$ cat src/rtl/cmd_dispatch.sv
// Command sequencer: pops NOP/WRITE/READ words from the command FIFO, runs one
// register-bus transaction with timeout, and pushes status (+ read data) to the response FIFO.
module cmd_dispatch #(
  parameter int P_TIMEOUT_CYCLES = 1000,
  parameter int P_ERR_CNT_W      = 8
) (
  input  logic                   clk,
  input  logic                   rst_n,
  input  logic [31:0]            cmd_fifo_dout,
  input  logic                   cmd_fifo_empty,
  output logic                   cmd_fifo_rd_en,
  output logic [31:0]            rsp_fifo_din,
  output logic                   rsp_fifo_wr_en,
  input  logic                   rsp_fifo_full,
  output logic                   bus_req,
  output logic                   bus_we,
  output logic [15:0]            bus_addr,
  output logic [31:0]            bus_wdata,
  input  logic [31:0]            bus_rdata,
  input  logic                   bus_ack,
  output logic                   busy,
  output logic [P_ERR_CNT_W-1:0] err_cnt
);

  // state   | meaning
  // IDLE    | waiting for a command word
  // HDR     | header word on dout, decode opcode
  // DWAIT   | WRITE: waiting for the data word
  // DLAT    | WRITE: data word on dout
  // BUS     | bus transaction (first cycle raises bus_req)
  // RSP_H   | push response header
  // RSP_D   | push read data
  typedef enum logic [2:0] {
    S_IDLE, S_HDR, S_DWAIT, S_DLAT, S_BUS, S_RSP_H, S_RSP_D
  } state_t;

  localparam int         TW         = $clog2(P_TIMEOUT_CYCLES + 1);
  localparam logic [3:0] OP_NOP     = 4'd0;
  localparam logic [3:0] OP_WRITE   = 4'd1;
  localparam logic [3:0] OP_READ    = 4'd2;
  localparam logic [3:0] ST_OK      = 4'd0;
  localparam logic [3:0] ST_TIMEOUT = 4'd1;
  localparam logic [3:0] ST_BADOP   = 4'd2;

  state_t                 state_q, state_d;
  logic [3:0]             op_q, status_q;
  logic [15:0]            addr_q;
  logic [31:0]            wdata_q, rdata_q;
  logic [7:0]             seq_q;
  logic [TW-1:0]          tcnt_q;
  logic                   bus_req_q;
  logic [P_ERR_CNT_W-1:0] err_q;

  logic [3:0] hdr_op;
  logic       hdr_bad, bus_done, bus_tmo, seq_inc, err_inc;

  assign hdr_op  = cmd_fifo_dout[31:28];
  assign hdr_bad = (hdr_op != OP_NOP) && (hdr_op != OP_WRITE) && (hdr_op != OP_READ);

  always_ff @(posedge clk or negedge rst_n) begin
    if (!rst_n) state_q <= S_IDLE;
    else        state_q <= state_d;
  end

  always_comb begin
    state_d        = state_q;
    cmd_fifo_rd_en = 1'b0;
    rsp_fifo_wr_en = 1'b0;
    rsp_fifo_din   = '0;
    bus_done       = 1'b0;
    bus_tmo        = 1'b0;
    seq_inc        = 1'b0;
    err_inc        = 1'b0;
    case (state_q)
      S_IDLE: begin
        if (!cmd_fifo_empty) begin
          cmd_fifo_rd_en = 1'b1;
          state_d        = S_HDR;
        end
      end
      S_HDR: begin
        if (hdr_op == OP_WRITE)     state_d = S_DWAIT;
        else if (hdr_op == OP_READ) state_d = S_BUS;
        else                        state_d = S_RSP_H;
        err_inc = hdr_bad;
      end
      S_DWAIT: begin
        if (!cmd_fifo_empty) begin
          cmd_fifo_rd_en = 1'b1;
          state_d        = S_DLAT;
        end
      end
      S_DLAT: state_d = S_BUS;
      S_BUS: begin
        // ack wins over a coincident timeout
        if (bus_req_q && bus_ack) begin
          bus_done = 1'b1;
          state_d  = S_RSP_H;
        end else if (bus_req_q && tcnt_q == TW'(P_TIMEOUT_CYCLES)) begin
          bus_tmo = 1'b1;
          err_inc = 1'b1;
          state_d = S_RSP_H;
        end
      end
      S_RSP_H: begin
        rsp_fifo_din = {op_q, status_q, seq_q, addr_q};
        if (!rsp_fifo_full) begin
          rsp_fifo_wr_en = 1'b1;
          if (op_q == OP_READ && status_q == ST_OK) begin
            state_d = S_RSP_D;
          end else begin
            seq_inc = 1'b1;
            state_d = S_IDLE;
          end
        end
      end
      S_RSP_D: begin
        rsp_fifo_din = rdata_q;
        if (!rsp_fifo_full) begin
          rsp_fifo_wr_en = 1'b1;
          seq_inc        = 1'b1;
          state_d        = S_IDLE;
        end
      end
      default: state_d = S_IDLE;
    endcase
  end

  always_ff @(posedge clk or negedge rst_n) begin
    if (!rst_n) begin
      op_q      <= '0;
      status_q  <= '0;
      addr_q    <= '0;
      wdata_q   <= '0;
      rdata_q   <= '0;
      seq_q     <= '0;
      tcnt_q    <= '0;
      bus_req_q <= 1'b0;
      err_q     <= '0;
    end else begin
      if (state_q == S_HDR) begin
        op_q     <= hdr_op;
        addr_q   <= cmd_fifo_dout[15:0];
        status_q <= hdr_bad ? ST_BADOP : ST_OK;
      end
      if (state_q == S_DLAT) wdata_q <= cmd_fifo_dout;
      if (state_q == S_BUS) begin
        if (!bus_req_q) begin
          bus_req_q <= 1'b1;
          tcnt_q    <= TW'(1);
        end else if (bus_done) begin
          bus_req_q <= 1'b0;
          rdata_q   <= bus_rdata;
        end else if (bus_tmo) begin
          bus_req_q <= 1'b0;
          status_q  <= ST_TIMEOUT;
        end else begin
          tcnt_q <= tcnt_q + TW'(1);
        end
      end
      if (seq_inc) seq_q <= seq_q + 8'd1;
      if (err_inc && err_q != '1) err_q <= err_q + P_ERR_CNT_W'(1);
    end
  end

  assign bus_req   = bus_req_q;
  assign bus_we    = (op_q == OP_WRITE);
  assign bus_addr  = addr_q;
  assign bus_wdata = wdata_q;
  assign busy      = (state_q != S_IDLE);
  assign err_cnt   = err_q;

endmodule
$ cat config.mk
export PLATFORM = sky130hd
export DESIGN_NAME = cmd_dispatch
export DESIGN_NICKNAME = d
export VERILOG_FILES = /design/src/rtl/cmd_dispatch.sv
export SDC_FILE = /design/constraint.sdc
export NUM_CORES = 1
export LEC_CHECK = 0
export ABC_AREA = 1
export CORE_AREA = 2 2 107 109
export DETAILED_ROUTE_END_ITERATION = 7
export DIE_AREA = 0 0 109 111
export PLACE_DENSITY = 0.95
export SETUP_SLACK_MARGIN = 0.15
export SLEW_MARGIN = 20
export SYNTH_ARGS = -nofsm -noshare
export SYNTH_HDL_FRONTEND = slang
export SYNTH_SLANG_ARGS = --single-unit
$ cat constraint.sdc
create_clock -name clk -period 3.65 [get_ports clk]
set_input_delay 0.9125 -clock clk [delete_from_list [all_inputs] [get_ports clk]]
set_output_delay 0.9125 -clock clk [all_outputs]
set_load 0.03 [all_outputs]
==> metrics.log, run 1 <==
INFO  metric wire_length_of_the_first_global_routing_pass = 24.5 mm
INFO  metric fin_setup_tns = 0 ns
INFO  metric placed_instances = ~940
INFO  metric fin_skew = between 0.007 and 0.008 ns
INFO  metric finalNonFillerCells = 971
INFO  metric power.density_cell_area = 910 nW/um^2
INFO  metric worst_path_clk_slew = around 0.060 ns
INFO  metric crit_arrival = 2.48 ns
INFO  metric vdd.ir_drop.worst = 0.609 mV
INFO  metric numCtsBuffers = 17
INFO  metric yosys.area.top_type_share = ~53%
INFO  metric setup.worst_path.class = register to primary output
INFO  metric final_hold_viol_count = 0
INFO  metric most_numerous_cell_types_in_the_synthesized_netlist = 144 x sky130_fd_sc_hd__nand2_1, 118 x sky130_fd_sc_hd__dfrtp_1, 91 x sky130_fd_sc_hd__inv_1
INFO  metric die_x = 109 microns
INFO  metric post-route-period-util = 92.9%
INFO  metric postRouteAntennaNets = 0
INFO  metric timing.critical_path.to_type = primary output
INFO  metric chipHeight = 111 microns
INFO  metric maxSlewViolCount = 0
INFO  metric pin_count_of_the_biggest_net_entering_global_routing = 66
INFO  metric worstPathMaxFanout = 32
INFO  metric filler_cell_count = about 780
INFO  metric grt_util_all_layers = 26.4%
INFO  metric fin_worst_hold_slack = 0.488 ns
INFO  metric synth.yosys.seq_area_share = 52.6%
INFO  metric initial_core_util = 50.7%
INFO  metric maxSlewHeadroom = between 40 and 50%
INFO  metric synth.most_common_cell = sky130_fd_sc_hd__nand2_1
INFO  metric routability_driven_placement_congestion_ratio = approximately 0.91
INFO  metric synth_top_flop_cell = sky130_fd_sc_hd__dfrtp_1
INFO  metric synth-seq-cells = 118
INFO  metric setup_viol_count_final = 0
INFO  metric fin_crit = about 3.4 ns
INFO  metric rows = 39
INFO  metric vias = 5,050
INFO  metric synth.distinct_cells = 34
INFO  metric die_area = 12,100 sq um
INFO  metric io-pin-count = around 160
INFO  metric syn-num-nets = around 730
INFO  metric diodes = 0
INFO  metric synth_cells = 655
INFO  metric place_hpwl = 10.3 mm
INFO  metric ctsLongestPathBuffers = 2
INFO  metric route.detailed.wl_per_inst = ~16 microns
INFO  metric worst_setup_path_start_kind = register
INFO  metric synth_edf_count = 0
INFO  metric post_synth_instance_area = 5610 sq um
INFO  metric drive_above_1_share = approximately 8.7%
INFO  metric worstMarginPinSlew = 0.843 ns
INFO  metric dr.pass1.iters = 5
INFO  metric tritoncts_num_sinks = 118
INFO  metric yosys_warnings = 0
INFO  metric rsz0062_at_grt = false
INFO  metric detail_route.drc_violations = 0
INFO  metric clock_tree.root_cell = sky130_fd_sc_hd__clkbuf_16
INFO  metric grt.overflow.total = 0
INFO  metric dr.first_iter.drc_count = 378
INFO  metric post_cts.resized_instances = 0
INFO  metric worst_reg_to_reg_setup_slack = 1.55 ns
INFO  metric port_buffers = 161
INFO  metric synth-async-reset-ratio = 100%
INFO  metric antenna_violations_before_repair = 0
INFO  metric routed_via_density = approximately 5.2
INFO  metric totalPowerFinal = 0.00724 W
INFO  metric status = finished clean
INFO  metric core_region_area = around 11,000 sq um
INFO  metric maxCapViolations = 0
INFO  metric p_leak = ~3.8 nW
INFO  metric cts_tree = yes
INFO  metric cts.htree.levels = 4
INFO  metric holdCritPathClass = register to register
INFO  metric post-cts-setup-buffers = 0
INFO  metric grt_pass1_vias = 5,052
INFO  metric post_synth_main_area_contributors = sky130_fd_sc_hd__dfrtp_1 53%, sky130_fd_sc_hd__nand2_1 9.6%, sky130_fd_sc_hd__inv_1 6.1%, sky130_fd_sc_hd__o21ai_0 5.0%, sky130_fd_sc_hd__nor2_1 3.6%
INFO  metric area_delta_synth_final = 41.7%
INFO  metric netlist.top_cell.by_area = sky130_fd_sc_hd__dfrtp_1
INFO  metric number_of_hold_repair_buffers_added_at_the_cts_stage = 0
INFO  metric crit_required = 2.74 ns
INFO  metric avgSynthCellArea = 8.57 sq um
INFO  metric drt-total-wl = 15.4 mm
INFO  metric clock.fmax = 295 MHz
INFO  metric num-nets-final = a little under 900
INFO  metric insertion_delay = 0.41 ns
INFO  metric fin_util = 71.8%
## logic make-up (layout without fill, tap and decap cells)
logic type | after synthesis | count (layout) | synth area share [%]
and+or+nand+nor | 260 | 260 | 20.1
AOI/OAI and AO/OA | 129 | 129 | 12.2
buffers and inverters | 120 | 293 | 9.03
DFF | 118 | 118 | 52.6
muxes | 14 | 14 | 3.68
xor gates and xnor gates | 10 | 10 | 1.56
adders and majority gates | 4 | 4 | 0.892
## cell usage in the layout (no fill, tap or decap), types with 2 or more instances in the layout
| cell | Yosys | final |
|---|---|---|
| sky130_fd_sc_hd__clkdlybuf4s50_1 | 0 | 160 |
| sky130_fd_sc_hd__nand2_1 | 144 | 144 |
| sky130_fd_sc_hd__dfrtp_1 | 118 | 118 |
| sky130_fd_sc_hd__inv_1 | 91 | 91 |
| sky130_fd_sc_hd__o21ai_0 | 56 | 56 |
| sky130_fd_sc_hd__nor2_1 | 54 | 54 |
| sky130_fd_sc_hd__a21oi_1 | 35 | 35 |
| sky130_fd_sc_hd__nand3_1 | 32 | 32 |
| sky130_fd_sc_hd__o21ai_1 | 19 | 19 |
| sky130_fd_sc_hd__clkbuf_16 | 0 | 17 |
| sky130_fd_sc_hd__o22ai_1 | 15 | 15 |
| sky130_fd_sc_hd__mux2_4 | 13 | 13 |
| sky130_fd_sc_hd__xor2_1 | 9 | 9 |
| sky130_fd_sc_hd__nor3_1 | 7 | 7 |
| sky130_fd_sc_hd__nand4_1 | 6 | 6 |
| sky130_fd_sc_hd__buf_4 | 5 | 5 |
| sky130_fd_sc_hd__nand2_4 | 3 | 4 |
| sky130_fd_sc_hd__ha_1 | 4 | 4 |
| sky130_fd_sc_hd__clkinvlp_4 | 0 | 4 |
| sky130_fd_sc_hd__bufinv_16 | 0 | 4 |
| sky130_fd_sc_hd__inv_2 | 3 | 3 |
| sky130_fd_sc_hd__nand3_2 | 3 | 3 |
| sky130_fd_sc_hd__nor2_2 | 3 | 3 |
| sky130_fd_sc_hd__inv_6 | 0 | 3 |
| sky130_fd_sc_hd__nand2_2 | 3 | 2 |
| sky130_fd_sc_hd__nand3b_1 | 2 | 2 |
| sky130_fd_sc_hd__clkbuf_8 | 0 | 2 |
| sky130_fd_sc_hd__clkinv_4 | 0 | 2 |
## report_power, final
group | internal, W | switching (W)
combinational | 0.00124 | 0.00195
clock | 0.00119 | 0.000613
sequential | 0.00185 | 0.000394
## per-stage QoR
stage / worst slack (ns) / area [sq um]
2_1_floorplan: 1.13 / 5610
3_3_place_gp: 0.494 / 7300
3_5_place_dp: 0.478 / 7300
4_1_cts: 0.299 / 7950
5_1_grt: 0.187 / 7960
6_report: 0.258 / 7960
## final timing paths
path,end,cells after the start,start
min in group asynchronous,bus_wdata[24],1,rst_n
max reg2reg,rdata_q[11],7,state_q[1]
min reg2reg,bus_wdata[1],2,bus_wdata[1]
max,rsp_fifo_din[1],4,state_q[1]
min,bus_wdata[1],2,bus_wdata[1]
max in group asynchronous,status_q[0],2,rst_n
## final cells by class
type	count	area [sq um]	share of cell area, %
sequential	118	2950	37.1
multi-input combinational	417	2160	27.1
timing repair buffer	166	1660	20.9
clock buffer	19	453	5.69
inverter	95	359	4.51
clock inverter	13	194	2.44
tap	143	179	2.25
## critical path, stage by stage (launching register included)
cell,delay [ns]
sky130_fd_sc_hd__dfrtp_1,0.58
sky130_fd_sc_hd__nand3_2,0.20
sky130_fd_sc_hd__buf_4,0.30
sky130_fd_sc_hd__o21ai_0,0.27
sky130_fd_sc_hd__clkdlybuf4s50_1,0.72
## flip-flops by register name (all words and copies together) (netlist names)
register / flops
status_q: 4
bus_addr: 16
seq_q: 8
op_q: 4
bus_req: 1
rdata_q: 32
tcnt_q: 10
bus_wdata: 32
err_cnt: 8
state_q: 3
## metal layers
| layer | wire (microns) | part of all wire (%) | track usage [%] |
|---|---|---|---|
| met5 | 0 | 0 | 0 |
| met4 | 429 | 2.8 | 10.4 |
| met3 | 1310 | 8.5 | 9.05 |
| met2 | 7400 | 48 | 42.1 |
| met1 | 6270 | 41 | 32.6 |
(Power assumes the default switching activity.)
==> run 2, diff against run 1 <==
CORE_AREA = 2 2 150 79   (was 2 2 107 109)
DIE_AREA = 0 0 152 81   (was 0 0 109 111)
PLACE_DENSITY = 0.94   (was 0.95)
==> run 2 against run 1 <==
Effect of this change:
- clock power is 9% lower
- highest routed layer unchanged
- final area decreased by 0.64%
- count of clock-buffer cells in the layout down 1
- die area increased by 1.8%
- register-to-register slack better by 0.13 ns
- clock skew grew 0.0019 ns
- setup slack better by 0.033 ns
- critical path type unchanged
- largest power group unchanged
- wire length shrank 6.4%
- flip-flop and latch count stayed put
==> metrics.log, run 2 (synthesized netlist as in run 1, its figures left out) <==
INFO  metric drive_above_1_share = around 8.7%
INFO  metric crit_arrival = 2.45 ns
INFO  metric setup_viol_count_final = 0
INFO  metric filler_cell_count = 830
INFO  metric power.density_cell_area = 891 nW/um^2
INFO  metric leading_cell_types_in_the_layout_fill_and_taps_excluded = 160 x sky130_fd_sc_hd__clkdlybuf4s50_1, 144 x sky130_fd_sc_hd__nand2_1, 118 x sky130_fd_sc_hd__dfrtp_1
INFO  metric rr_startpoint = state_q[0]
INFO  metric place_hpwl = 10.5 mm
INFO  metric diodes = 0
INFO  metric fin_worst_hold_slack = 0.485 ns
INFO  metric dr.first_iter.drc_count = 312
INFO  metric wire_length_of_the_first_global_routing_pass = 23.4 mm
INFO  metric post_cts.resized_instances = 0
INFO  metric rows = 28
INFO  metric setup.worst_path.class = register to primary output
INFO  metric numCtsBuffers = 17
INFO  metric maxCapViolations = 0
INFO  metric post-route-period-util = 92.0%
INFO  metric routability_driven_placement_congestion_ratio = 0.958
INFO  metric ctsLongestPathBuffers = 2
INFO  metric r2r_end = bus_wdata[16]
INFO  metric holdCritPathClass = register to register
INFO  metric chipHeight = 81 microns
INFO  metric worst_reg_to_reg_setup_slack = between 1.5 and 2 ns
INFO  metric final_common_cell = sky130_fd_sc_hd__clkdlybuf4s50_1
INFO  metric final_hold_viol_count = 0
INFO  metric io-pin-count = 162
INFO  metric maxSlewViolCount = 0
INFO  metric fin_setup_tns = 0 ns
INFO  metric grt_util_all_layers = 24.0%
INFO  metric tritoncts_num_sinks = 118
INFO  metric postRouteAntennaNets = 0
INFO  metric crit_required = 2.74 ns
INFO  metric layout.area.seq = 2950 sq um
INFO  metric detail_route.drc_violations = 0
INFO  metric vdd.ir_drop.worst = 0.574 mV
INFO  metric antenna_violations_before_repair = 0
INFO  metric drt-total-wl = 14.4 mm
INFO  metric die_area = 12,300 sq um
INFO  metric route.detailed.wl_per_inst = 14.7 microns
INFO  metric maxSlewHeadroom = between 20 and 30%
INFO  metric grt.overflow.total = 0
INFO  metric dr.pass1.iters = 5
INFO  metric die_x = 152 microns
INFO  metric clock_tree.root_cell = sky130_fd_sc_hd__clkbuf_16
INFO  metric worstPathMaxFanout = 26
INFO  metric number_of_hold_repair_buffers_added_at_the_cts_stage = 0
INFO  metric clock.fmax = 298 MHz
INFO  metric vias = between 5,000 and 6,000
INFO  metric post-cts-setup-buffers = 0
INFO  metric cts_tree = yes
INFO  metric fin_skew = 0.00949 ns
INFO  metric min_to = bus_wdata[14]
INFO  metric worst_path_clk_slew = approximately 0.060 ns
INFO  metric hold_path_depth = 2
INFO  metric cts.htree.levels = 4
INFO  metric num-nets-final = 888
INFO  metric pin_count_of_the_biggest_net_entering_global_routing = 64
INFO  metric p_leak = roughly 3.8 nW
INFO  metric holdCritStartpoint = bus_wdata[14]
INFO  metric rsz0062_at_grt = false
INFO  metric grt_pass1_vias = ~4,700
INFO  metric reg2regPathDepth = 4
INFO  metric initial_core_util = roughly half
INFO  metric routed_via_density = 5.11
INFO  metric worstMarginPinSlew = approximately 1.1 ns
INFO  metric status = finished clean
INFO  metric footprint_of_the_multi_input_gates = approximately 2200 sq um
INFO  metric timing.critical_path.to_type = primary output
INFO  metric worst_setup_path_start_kind = register
INFO  metric core_region_area = 11,200 sq um
INFO  metric port_buffers = between 150 and 200
INFO  metric fin_crit = ~3.4 ns
INFO  metric area_delta_synth_final = 40.8%
INFO  metric insertion_delay = 0.40 ns
-- run 2: cell types whose count changed in the layout (fill, tap and decap cells not counted), sizes merged --
cell,previous run,this run
bufinv,4,2
inv,98,97
clkinv,2,6
clkbuf,19,18
-- run 2: cell type report --
type / instances / area share (%)
repair buffers: 166 / 21.0
inverters: 95 / 4.54
flip-flops and latches: 118 / 37.4
clock buffers: 18 / 5.56
multi-input cells: 417 / 27.2
clock inverters: 14 / 1.93
well taps: 150 / 2.37
-- run 2: routing by layer --
layer  GRT usage (%)  vias to the layer above  routed length [microns]
met2            35.3                      232                     6190
met5               0                        -                        0
met3            7.42                       20                     1280
met4            7.10                        0                      182
met1            34.6                     2330                     6750
li1                -                     2419                        -
-- run 2: stage by stage --
stage | power (W) | instance area, sq um | setup WS [ns] | cells | util, %
floorplan | 0.00415 | 5610 | 1.13 | 655 | -
global placement | 0.00530 | 7310 | 0.468 | 946 | 65.0
detailed placement | 0.00541 | 7310 | 0.441 | 946 | 65.0
CTS | 0.00707 | 7900 | 0.255 | 978 | 70.3
global route | 0.00746 | 7900 | 0.152 | 978 | 70.3
finish | 0.00704 | 7900 | 0.291 | 978 | 70.3
-- run 2: worst max-delay path, stage by stage (launching register included) --
cell and delay (ns):
sky130_fd_sc_hd__dfrtp_1 0.55, sky130_fd_sc_hd__nand3_2 0.24, sky130_fd_sc_hd__buf_4 0.30, sky130_fd_sc_hd__a21oi_4 0.21, sky130_fd_sc_hd__clkdlybuf4s50_1 0.73
-- run 2: worst max path at each step --
| stage | from | endpoint | cells past startpoint |
|---|---|---|---|
| after floorplan | state_q[0] | rsp_fifo_din[11] | 4 |
| after global placement | rsp_fifo_full | rsp_fifo_wr_en | 3 |
| after detailed placement | rsp_fifo_full | rsp_fifo_wr_en | 3 |
| after CTS | state_q[1] | rsp_fifo_wr_en | 4 |
| after global routing | state_q[1] | rsp_fifo_din[17] | 4 |
| final | state_q[1] | rsp_fifo_wr_en | 4 |
-- run 2: power by group --
part,total (W),internal (W),switching (W)
registers,0.00224,0.00185,0.000384
logic,0.00318,0.00125,0.00193
clock network,0.00163,0.00103,0.000602
total,0.00704,0.00413,0.00292
==> run 3, diff against run 2 <==
CORE_AREA = 2 2 161 84   (was 2 2 150 79)
DIE_AREA = 0 0 163 86   (was 0 0 152 81)
PLACE_DENSITY = default   (was 0.94)
PLACE_DENSITY_LB_ADDON = 0.25   (was default)
==> run 3 against run 2 <==
Effect of this change:
- final area increased by 0.32%
- wire length grew 3.4%
- die area increased by 14%
- largest cell class unchanged
- highest routed layer unchanged
==> metrics.log, run 3 (synthesized netlist as in run 1, its figures left out) <==
INFO  metric rows = 29
INFO  metric pin_count_of_the_biggest_net_entering_global_routing = 72
INFO  metric power.density_cell_area = between 800 and 900 nW/um^2
INFO  metric tritoncts_num_sinks = about 120
INFO  metric met3_usage = 7.74%
INFO  metric holdCritPathClass = register to register
INFO  metric leading_cell_types_in_the_layout_fill_and_taps_excluded = 160 x sky130_fd_sc_hd__clkdlybuf4s50_1, 144 x sky130_fd_sc_hd__nand2_1, 118 x sky130_fd_sc_hd__dfrtp_1
INFO  metric vias = 4,970
INFO  metric number_of_hold_repair_buffers_added_at_the_cts_stage = 0
INFO  metric detail_route.drc_violations = 0
INFO  metric antenna_violations_before_repair = 0
INFO  metric global_route_track_usage_on_met1 = 28.0%
INFO  metric maxSlewViolCount = 0
INFO  metric initial_core_util = 44.8%
INFO  metric grt.overflow.total = 0
INFO  metric routability_driven_placement_congestion_ratio = 0.864
INFO  metric fin_worst_hold_slack = 0.486 ns
INFO  metric num-nets-final = 890
INFO  metric drt-total-wl = 14.9 mm
INFO  metric place_hpwl = 10.5 mm
INFO  metric io-pin-count = around 160
INFO  metric fin_skew = 0.0176 ns
INFO  metric setup_viol_count_final = 0
INFO  metric setup.worst_path.class = register to primary output
INFO  metric grt_pass1_vias = 4,848
INFO  metric fin_crit = 3.30 ns
INFO  metric final_hold_viol_count = 0
INFO  metric dr.first_iter.drc_count = around 260
INFO  metric post-route-period-util = 90.5%
INFO  metric dpl_worst_slack = 0.474 ns
INFO  metric worstMarginPinSlew = 0.898 ns
INFO  metric crit_required = 2.74 ns
INFO  metric finalNonFillerCells = 1,000
INFO  metric grtUsageMet2 = 36.1%
INFO  metric crit_arrival = 2.39 ns
INFO  metric die_x = 163 microns
INFO  metric dr.pass1.iters = 5
INFO  metric post_cts.resized_instances = 0
INFO  metric drive_above_1_share = under 10%
INFO  metric clock.fmax = a little over 300 MHz
INFO  metric diodes = 0
INFO  metric chipHeight = 86 microns
INFO  metric maxSlewHeadroom = 40.1%
INFO  metric port_buffers = around 160
INFO  metric clock_tree.root_cell = sky130_fd_sc_hd__clkbuf_16
INFO  metric insertion_delay = 0.41 ns
INFO  metric grt_util_all_layers = 22.2%
INFO  metric post-cts-setup-buffers = 0
INFO  metric numCtsBuffers = 17
INFO  metric vdd.ir_drop.worst = 0.608 mV
INFO  metric area_delta_synth_final = 41.3%
INFO  metric global_route.peak_usage_layer = met2
INFO  metric placed_instances = 968
INFO  metric cts_tree = yes
INFO  metric timing.critical_path.to_type = primary output
INFO  metric worst_path_clk_slew = roughly 0.060 ns
INFO  metric maxCapViolations = 0
INFO  metric worstPathMaxFanout = 19
INFO  metric ctsLongestPathBuffers = 2
INFO  metric final_common_cell = sky130_fd_sc_hd__clkdlybuf4s50_1
INFO  metric die_area = 14,000 sq um
INFO  metric worst_setup_path_start_kind = register
INFO  metric filler_cell_count = 1,044
INFO  metric status = finished clean
INFO  metric rsz0062_at_grt = false
INFO  metric fin_setup_tns = 0 ns
INFO  metric routed_via_density = 4.97
INFO  metric p_leak = roughly 3.8 nW
INFO  metric cts.htree.levels = 4
INFO  metric layout_setup_ws = 0.347 ns
INFO  metric route.detailed.wl_per_inst = 14.9 microns
INFO  metric postRouteAntennaNets = 0
INFO  metric wire_length_of_the_first_global_routing_pass = 24.2 mm
INFO  metric core_region_area = 12,500 sq um
-- run 3: cell types whose count changed in the layout (fill, tap and decap cells not counted), sizes merged --
cell / delta
clkinv: -1
inv: +6
buf: +2
clkbuf: -1
clkinvlp: -3
bufinv: -1
-- run 3: area by class of cell --
class	instances	area, sq um	share of cell area [%]
repair buffers	168	1660	21.0
well taps	170	213	2.68
clock buffers	17	425	5.37
multi-input cells	417	2160	27.2
flip-flops and latches	118	2950	37.2
inverters	95	359	4.53
clock inverters	15	159	2.00
-- run 3: worst max-delay path, stage by stage (launching register included) --
cell and delay, ns:
sky130_fd_sc_hd__dfrtp_1 0.51, sky130_fd_sc_hd__inv_1 0.12, sky130_fd_sc_hd__nand3_2 0.08, sky130_fd_sc_hd__inv_2 0.34, sky130_fd_sc_hd__nand2_1 0.11, sky130_fd_sc_hd__o21ai_0 0.10
sky130_fd_sc_hd__clkdlybuf4s50_1 0.73
-- run 3: report_power, final --
group	switching (W)	internal, W
clock	0.000678	0.000966
combinational	0.00189	0.00124
sequential	0.000398	0.00185
total	0.00297	0.00406
-- run 3: layer usage --
layer  vias to the layer above  part of all wire, %  wire length, microns
met5                         -                    0                     0
met4                         0                  1.3                   195
met3                        14                  7.9                  1180
met2                       151                   47                  7070
met1                      2376                   43                  6450
li1                       2429                    -                     -
-- run 3: worst paths after layout --
check,cells past startpoint,slack [ns],end,startpoint
worst max-delay path,6,0.35,rsp_fifo_din[6],state_q[1]
max in group asynchronous,2,2.15,op_q[3],rst_n
worst min register to register,2,0.49,bus_wdata[14],bus_wdata[14]
min in group asynchronous,1,0.61,bus_wdata[9],rst_n
worst min-delay path,2,0.49,bus_wdata[14],bus_wdata[14]
worst max register to register,7,1.55,rdata_q[29],state_q[1]
-- run 3: per-stage QoR --
step	area [sq um]	total power (W)	utilization, %
6_report	7930	0.00703	63.3
3_5_place_dp	7340	0.00541	58.6
2_1_floorplan	5610	0.00415	-
3_3_place_gp	7340	0.00534	58.6
5_1_grt	7930	0.00745	63.3
4_1_cts	7920	0.00708	63.3
